===== config.mk =====
export PLATFORM = sky130hd
export DESIGN_NAME = tone_synth
export DESIGN_NICKNAME = d
export VERILOG_FILES = /design/src/rtl/tone_pkg.sv /design/src/rtl/tone_channel.sv /design/src/rtl/tone_synth.sv
export SDC_FILE = /design/constraint.sdc
export NUM_CORES = 2
export LEC_CHECK = 0
export ABC_CLOCK_PERIOD_IN_PS = 8000
export CORE_ASPECT_RATIO = 0.75
export CORE_MARGIN = 1.5
export CORE_UTILIZATION = 65
export DETAILED_ROUTE_END_ITERATION = 8
export PLACE_DENSITY = 0.83
export SYNTH_ARGS = -nofsm -noshare
export SYNTH_HDL_FRONTEND = slang
export SYNTH_SLANG_ARGS = --single-unit

===== constraint.sdc =====
create_clock -name clk -period 8 [get_ports clk]
set_input_delay 2 -clock clk [delete_from_list [all_inputs] [get_ports clk]]
set_output_delay 2 -clock clk [all_outputs]
set_load 0.01 [all_outputs]

===== src/rtl/tone_pkg.sv =====
// Shared types and constants for the tone_synth channel bank.
package tone_pkg;

  localparam int unsigned DUTY_WIDTH = 8;

  typedef enum logic {
    IDLE = 1'b0,
    PLAY = 1'b1
  } ch_state_e;

  // Fibonacci LFSR x^16 + x^14 + x^13 + x^11 + 1, shifted right; output bit is lfsr[0]
  localparam logic [15:0] LFSR_SEED = 16'hACE1;
  localparam logic [15:0] LFSR_TAPS = 16'h002D;

  function automatic logic [15:0] lfsr_next(input logic [15:0] s);
    return {^(s & LFSR_TAPS), s[15:1]};
  endfunction

endpackage


===== src/rtl/tone_channel.sv =====
// One oscillator: phase counter, pulse threshold, note duration and registered output.
// Optional noise source is built only when TONE_NOISE_EN is defined.
module tone_channel
  import tone_pkg::*;
#(
  parameter int unsigned PERIOD_WIDTH = 24,
  parameter int unsigned DUR_WIDTH    = 12
) (
  input  logic                    clk,
  input  logic                    rst,
  input  logic                    load,
  input  logic [PERIOD_WIDTH-1:0] period,
  input  logic [PERIOD_WIDTH-1:0] thr,
  input  logic [DUR_WIDTH-1:0]    duration,
`ifdef TONE_NOISE_EN
  input  logic                    noise,
`endif
  input  logic                    tick,
  input  logic                    stop,
  output logic                    ch_out,
  output logic                    active,
  output logic                    done
);

  ch_state_e               state_q;
  logic [PERIOD_WIDTH-1:0] period_q;
  logic [PERIOD_WIDTH-1:0] thr_q;
  logic [PERIOD_WIDTH-1:0] phase_q;
  logic [DUR_WIDTH-1:0]    remaining_q;
  logic                    ch_out_q;
  logic                    done_q;
  logic                    run;
  logic                    wrap;
  logic                    tone;

  // Periods of 0 or 1 cannot form a waveform: phase parks at 0 and the tone is silent.
  assign run  = period_q >= PERIOD_WIDTH'(2);
  assign wrap = run && (phase_q == period_q - PERIOD_WIDTH'(1));

`ifdef TONE_NOISE_EN
  logic        noise_q;
  logic [15:0] lfsr_q;

  assign tone = run && (noise_q ? lfsr_q[0] : (phase_q < thr_q));
`else
  assign tone = run && (phase_q < thr_q);
`endif

  always_ff @(posedge clk or negedge rst) begin
    if (!rst) begin
      state_q     <= IDLE;
      period_q    <= '0;
      thr_q       <= '0;
      phase_q     <= '0;
      remaining_q <= '0;
      ch_out_q    <= 1'b0;
      done_q      <= 1'b0;
`ifdef TONE_NOISE_EN
      noise_q     <= 1'b0;
      lfsr_q      <= LFSR_SEED;
`endif
    end else begin
      done_q   <= 1'b0;
      ch_out_q <= (state_q == PLAY) && tone;
      // Write beats stop and beats an expiry tick landing in the same cycle.
      if (load) begin
        state_q     <= PLAY;
        period_q    <= period;
        thr_q       <= thr;
        phase_q     <= '0;
        remaining_q <= duration;
`ifdef TONE_NOISE_EN
        noise_q     <= noise;
        lfsr_q      <= LFSR_SEED;
`endif
      end else if (stop) begin
        state_q <= IDLE;
      end else if (state_q == PLAY) begin
        if (!run || wrap) begin
          phase_q <= '0;
        end else begin
          phase_q <= phase_q + PERIOD_WIDTH'(1);
        end
`ifdef TONE_NOISE_EN
        if (noise_q && wrap) begin
          lfsr_q <= lfsr_next(lfsr_q);
        end
`endif
        if (tick && (remaining_q != '0)) begin
          remaining_q <= remaining_q - DUR_WIDTH'(1);
          if (remaining_q == DUR_WIDTH'(1)) begin
            state_q <= IDLE;
            done_q  <= 1'b1;
          end
        end
      end
    end
  end

  assign ch_out = ch_out_q;
  assign active = (state_q == PLAY);
  assign done   = done_q;

endmodule


===== src/rtl/tone_synth.sv =====
// Multi-channel programmable tone generator: shared duration prescaler, write decode and mix.
// Define TONE_NOISE_EN to add the wr_noise port and per-channel LFSR noise.
module tone_synth
  import tone_pkg::*;
#(
  parameter int unsigned CHANNELS     = 4,
  parameter int unsigned PERIOD_WIDTH = 24,
  parameter int unsigned DUR_WIDTH    = 12,
  parameter int unsigned DUR_DIV      = 100000
) (
  input  logic                                          clk,
  input  logic                                          rst,
  input  logic                                          wr_en,
  input  logic [(CHANNELS > 1 ? $clog2(CHANNELS) : 1)-1:0] wr_ch,
  input  logic [PERIOD_WIDTH-1:0]                       wr_period,
  input  logic [DUTY_WIDTH-1:0]                         wr_duty,
  input  logic [DUR_WIDTH-1:0]                          wr_duration,
`ifdef TONE_NOISE_EN
  input  logic                                          wr_noise,
`endif
  input  logic [CHANNELS-1:0]                           stop,
  output logic [CHANNELS-1:0]                           ch_out,
  output logic [$clog2(CHANNELS+1)-1:0]                 mix,
  output logic [CHANNELS-1:0]                           active,
  output logic [CHANNELS-1:0]                           done
);

  localparam int unsigned CH_W    = (CHANNELS > 1) ? $clog2(CHANNELS) : 1;
  localparam int unsigned MIX_W   = $clog2(CHANNELS + 1);
  localparam int unsigned PRESC_W = $clog2(DUR_DIV);
  localparam int unsigned PROD_W  = PERIOD_WIDTH + DUTY_WIDTH;

  logic [PRESC_W-1:0]      presc_q;
  logic                    tick;
  logic                    wr_hit;
  logic [PROD_W-1:0]       prod;
  logic [PERIOD_WIDTH-1:0] thr;

  // Prescaler free-runs from reset and is never re-phased by writes.
  assign tick = (presc_q == PRESC_W'(DUR_DIV - 1));

  always_ff @(posedge clk or negedge rst) begin
    if (!rst) begin
      presc_q <= '0;
    end else if (tick) begin
      presc_q <= '0;
    end else begin
      presc_q <= presc_q + PRESC_W'(1);
    end
  end

  // One shared multiplier: only the addressed channel ever captures thr.
  assign prod   = PROD_W'(wr_period) * PROD_W'(wr_duty);
  assign thr    = PERIOD_WIDTH'(prod >> DUTY_WIDTH);
  assign wr_hit = wr_en && (32'(wr_ch) < CHANNELS);

  for (genvar i = 0; i < CHANNELS; i++) begin : g_ch
    tone_channel #(
      .PERIOD_WIDTH (PERIOD_WIDTH),
      .DUR_WIDTH    (DUR_WIDTH)
    ) u_channel (
      .clk      (clk),
      .rst      (rst),
      .load     (wr_hit && (wr_ch == CH_W'(i))),
      .period   (wr_period),
      .thr      (thr),
      .duration (wr_duration),
`ifdef TONE_NOISE_EN
      .noise    (wr_noise),
`endif
      .tick     (tick),
      .stop     (stop[i]),
      .ch_out   (ch_out[i]),
      .active   (active[i]),
      .done     (done[i])
    );
  end

  always_comb begin
    mix = '0;
    for (int i = 0; i < CHANNELS; i++) begin
      mix = mix + MIX_W'(ch_out[i]);
    end
  end

endmodule

==> impl_results.md <==
* Layout net count at around 3600
* Post-synthesis mux area share at 0.00333
* Power Total at 8.64 mW
* GRT overflow at 0
* HPWL after DPL at 63.2 mm
* Ports at 68
* Flop pwr share at 0.298
* Vias in the first global route at 23239
* Iter 0 DRT Violations at 2666
* Initial core utilization at 0.665
* FMAX at roughly 130 MHz
* Setup-failing EPs final at 0
* Post-route ant nets at 0
* Crit path time final at 7.52 ns
* Avg Synthesized Cell Area at 8.54 um2
* Max-slew violations at 0
* Synth Cell Area at ~0.027 mm2
* Fillers at 3118
* Worst VDD drop at 315 uV
* Post-synth net total at 3563
* Clock Latency Late Sink at 0.56 ns
* Adder-cell area share of the yosys netlist at 0.171
* Setup Crit Path Kind: input pin to flip-flop
* Die area at 0.0435 mm2
* Core area at 0.0412 mm2
* Die width at 240 um
* Gp weighted congestion at 0.990
* Clock Tree Buf Depth at 3
* Worst Skew at about 0.022 ns
* Vias at 23834
* Combinational power share at 0.500
* # clock sinks at 365
* Worst EP required at 8.39 ns
* Lkg Pwr at 14.0 nW
* Drt via density at 6.21
* Simple-gate portion of the synthesized area at 0.244
* Ys async rst share at 1.00
* Period utilisation layout at 0.939
* Worst slew pin tran at 1.25 ns
* Ys flop type: dfrtp_1
* Seq/Total Area, Yosys at 0.333
* # Max-Cap Violations at 0
* Mapped Cells at about 3200
* Post-Route WL at 83.6 mm
* CTS tree: yes
* Clock slew at reported path FFs at about 0.07 ns
* Status: finished clean
* CTS H-tree depth at 2
* First-pass GRT wire length at approximately 130 mm
* Drt wl/cell at 21.8 um
* YS warnings at 0
* Layout cells sized above 1 at 0.0531
* Int Power at 4.83 mW
* Switching share of power at 0.441
* Setup TNS at 0 ns
* CP Capture Type: flip-flop
* Postcts setup bufs at 0
* EDFF count, synth at 0
* CTS-repair resized insts at 0
* CTS buffer count at 38
* Flops & latches, synth at roughly 370
* Final hold violations at 0
* Crit start category: input pin
* Total track usage at 0.395
* Unrepaired setup endpoints after global routing: false
* Count of cell types in the netlist at 74
* Initial antenna violation count at 7
* Chip height at 181 um
* Root Driver: clkbuf_16
* XOR/XNOR Fraction of Synth Area at 0.0650
* # DRC at 0
* Synth Area in Compound Gates at 0.121
* Row count at 64
* Largest family of logic cells by synthesized area: simple AND/OR/NAND/NOR gates
* Post-CTS Hold Buffers at 0
* Slew margin rel. at 0.165
* Worst hold-check path type: flip-flop to flip-flop
* DR pass1 iterations at 6
* Hold Slack at 0.482 ns
* Area Growth Syn to Fin at 9.60%
* PD cells at 287 mW/mm2
* CP arrival at 7.90 ns
* IO buf count at 67
* Clk pwr share at 0.202
* Largest fanout on the critical path at 14
* Largest net degree at the start of global routing at between 150 and 200
* NetSw at 3.81 mW
## through the flow
stage / setup slack, ns / std cells / util / instance area [um2]
detailed placement: 0.0802 / 3766 / 0.700 / 28900
CTS: 0.623 / 3835 / 0.729 / 30100
global route: 0.321 / 3835 / 0.729 / 30100
finish: 0.485 / 3838 / 0.729 / 30100
floorplan: 1.30 / 3214 / - / 27400
global placement: 0.144 / 3766 / 0.700 / 28900
## worst max-delay path, stage by stage
cell	delay, ns
clkdlybuf4s50_1	0.81
and2_1	0.36
fa_1	0.42
fa_1	0.54
inv_1	0.05
fa_1	0.47
fa_1	0.55
inv_1	0.05
ha_1	0.21
or3_1	0.38
a31oi_1	0.25
nor2_1	0.11
a311o_1	0.41
nor3_1	0.18
o21bai_1	0.13
a21oi_1	0.21
xor2_1	0.58
o21ai_0	0.19
## layout by cell type, fill, tap and decap left out, types with 22 or more instances in the layout
| cell type | Yosys | routed |
|---|---|---|
| a21o_1 | 46 | 46 |
| a21oi_1 | 88 | 88 |
| a31oi_1 | 37 | 36 |
| and2_1 | 156 | 156 |
| and3_1 | 44 | 43 |
| buf_4 | 12 | 84 |
| clkbuf_16 | 0 | 38 |
| clkdlybuf4s50_1 | 0 | 66 |
| dfrtp_1 | 365 | 365 |
| fa_1 | 132 | 132 |
| ha_1 | 164 | 164 |
| inv_1 | 284 | 284 |
| nand2_1 | 572 | 572 |
| nand2b_1 | 29 | 29 |
| nand3_1 | 87 | 86 |
| nand4_1 | 48 | 48 |
| nor2_1 | 131 | 129 |
| nor2b_1 | 32 | 32 |
| nor3_1 | 68 | 68 |
| nor3b_1 | 23 | 22 |
| nor4_1 | 50 | 50 |
| o21ai_0 | 245 | 245 |
| or3_1 | 30 | 30 |
| or4_1 | 29 | 29 |
| xnor2_1 | 131 | 131 |
| xor2_1 | 70 | 70 |
## final cells by class
type | instances | area (um2) | area share
Tap cell | 561 | 702 | 0.0233
Sequential cell | 365 | 9130 | 0.304
Inverter | 284 | 1070 | 0.0354
Clock buffer | 54 | 1080 | 0.0359
Clock inverter | 15 | 114 | 0.00379
Multi-Input combinational cell | 2403 | 16600 | 0.553
Antenna cell | 3 | 7.51 | 0.000250
Timing Repair Buffer | 153 | 1350 | 0.0448
## power by group through the flow
stage / clock [mW] / combinational (mW) / sequential, mW
floorplan: 0 / 2.30 / 2.44
global placement: 0 / 4.08 / 2.57
detailed placement: 0 / 4.18 / 2.59
CTS: 1.76 / 4.21 / 2.56
global route: 1.84 / 4.64 / 2.62
finish: 1.74 / 4.32 / 2.58
## cells in the mapped netlist (6+ instances only)
library cell / number / area, um2
a211o_1: 7 / 61.3
a21o_1: 46 / 345
a21oi_1: 88 / 440
a22o_1: 12 / 105
a31oi_1: 37 / 231
and2_1: 156 / 976
and3_1: 44 / 275
and4b_1: 6 / 60.1
buf_4: 12 / 90.1
clkbuf_1: 144 / 541
dfrtp_1: 365 / 9130
fa_1: 132 / 2640
ha_1: 164 / 2050
inv_1: 284 / 1070
mux2i_1: 8 / 80.1
nand2_1: 572 / 2150
nand2b_1: 29 / 181
nand3_1: 87 / 435
nand3b_1: 8 / 60.1
nand4_1: 48 / 300
nor2_1: 131 / 492
nor2b_1: 32 / 200
nor3_1: 68 / 340
nor3b_1: 23 / 173
nor4_1: 50 / 313
nor4b_1: 10 / 87.6
o211ai_1: 16 / 120
o21a_1: 14 / 105
o21ai_0: 245 / 1230
o21bai_1: 7 / 52.6
o31ai_1: 10 / 75.1
o41ai_1: 9 / 78.8
or2_2: 9 / 56.3
or3_1: 30 / 188
or4_1: 29 / 218
xnor2_1: 131 / 1150
xor2_1: 70 / 613
## flip-flops by register name, indices dropped and copies added (netlist names)
| name | flops |
|---|---|
| g_ch.u_channel.done | 4 |
| g_ch.u_channel.phase_q | 96 |
| g_ch.u_channel.thr_q | 96 |
| g_ch.u_channel.ch_out | 4 |
| g_ch.u_channel.active | 4 |
| presc_q | 17 |
| g_ch.u_channel.period_q | 96 |
| g_ch.u_channel.remaining_q | 48 |
## path summary, 6_finish.rpt
| check | slack, ns | from | endpoint | depth (start not counted) |
|---|---|---|---|---|
| worst max register to register | 3.15 | g_ch[0].u_channel.period_q[0]$_DFFE_PN0P_ | g_ch[0].u_channel.phase_q[19]$_DFFE_PN0P_ | 11 |
| worst min-delay path | 0.48 | g_ch[0].u_channel.thr_q[1]$_DFFE_PN0P_ | g_ch[0].u_channel.thr_q[1]$_DFFE_PN0P_ | 2 |
| min in group asynchronous | 1.35 | rst | g_ch[0].u_channel.phase_q[1]$_DFFE_PN0P_ | 1 |
| worst max-delay path | 0.48 | wr_duty[3] | g_ch[3].u_channel.thr_q[11]$_DFFE_PN0P_ | 18 |
| max in group asynchronous | 5.27 | rst | g_ch[1].u_channel.phase_q[23]$_DFFE_PN0P_ | 2 |
| worst min register to register | 0.48 | g_ch[0].u_channel.thr_q[1]$_DFFE_PN0P_ | g_ch[0].u_channel.thr_q[1]$_DFFE_PN0P_ | 2 |
## cell families after synthesis
family / count (synthesis)
AND/OR/NAND/NOR: 1353
AO/OA/AOI/OAI: 543
buffers and inverters: 446
flip-flops: 365
adder cells (fa/ha/maj): 296
XOR/XNOR: 202
multiplexers: 9
## layer usage
metal | routed length, um | GRT usage
met1 | 36200 | 0.584
met2 | 35200 | 0.573
met3 | 9160 | 0.0877
met4 | 3070 | 0.132
met5 | 13 | 0
No activity file was read; power rests on OpenSTA's default activity.
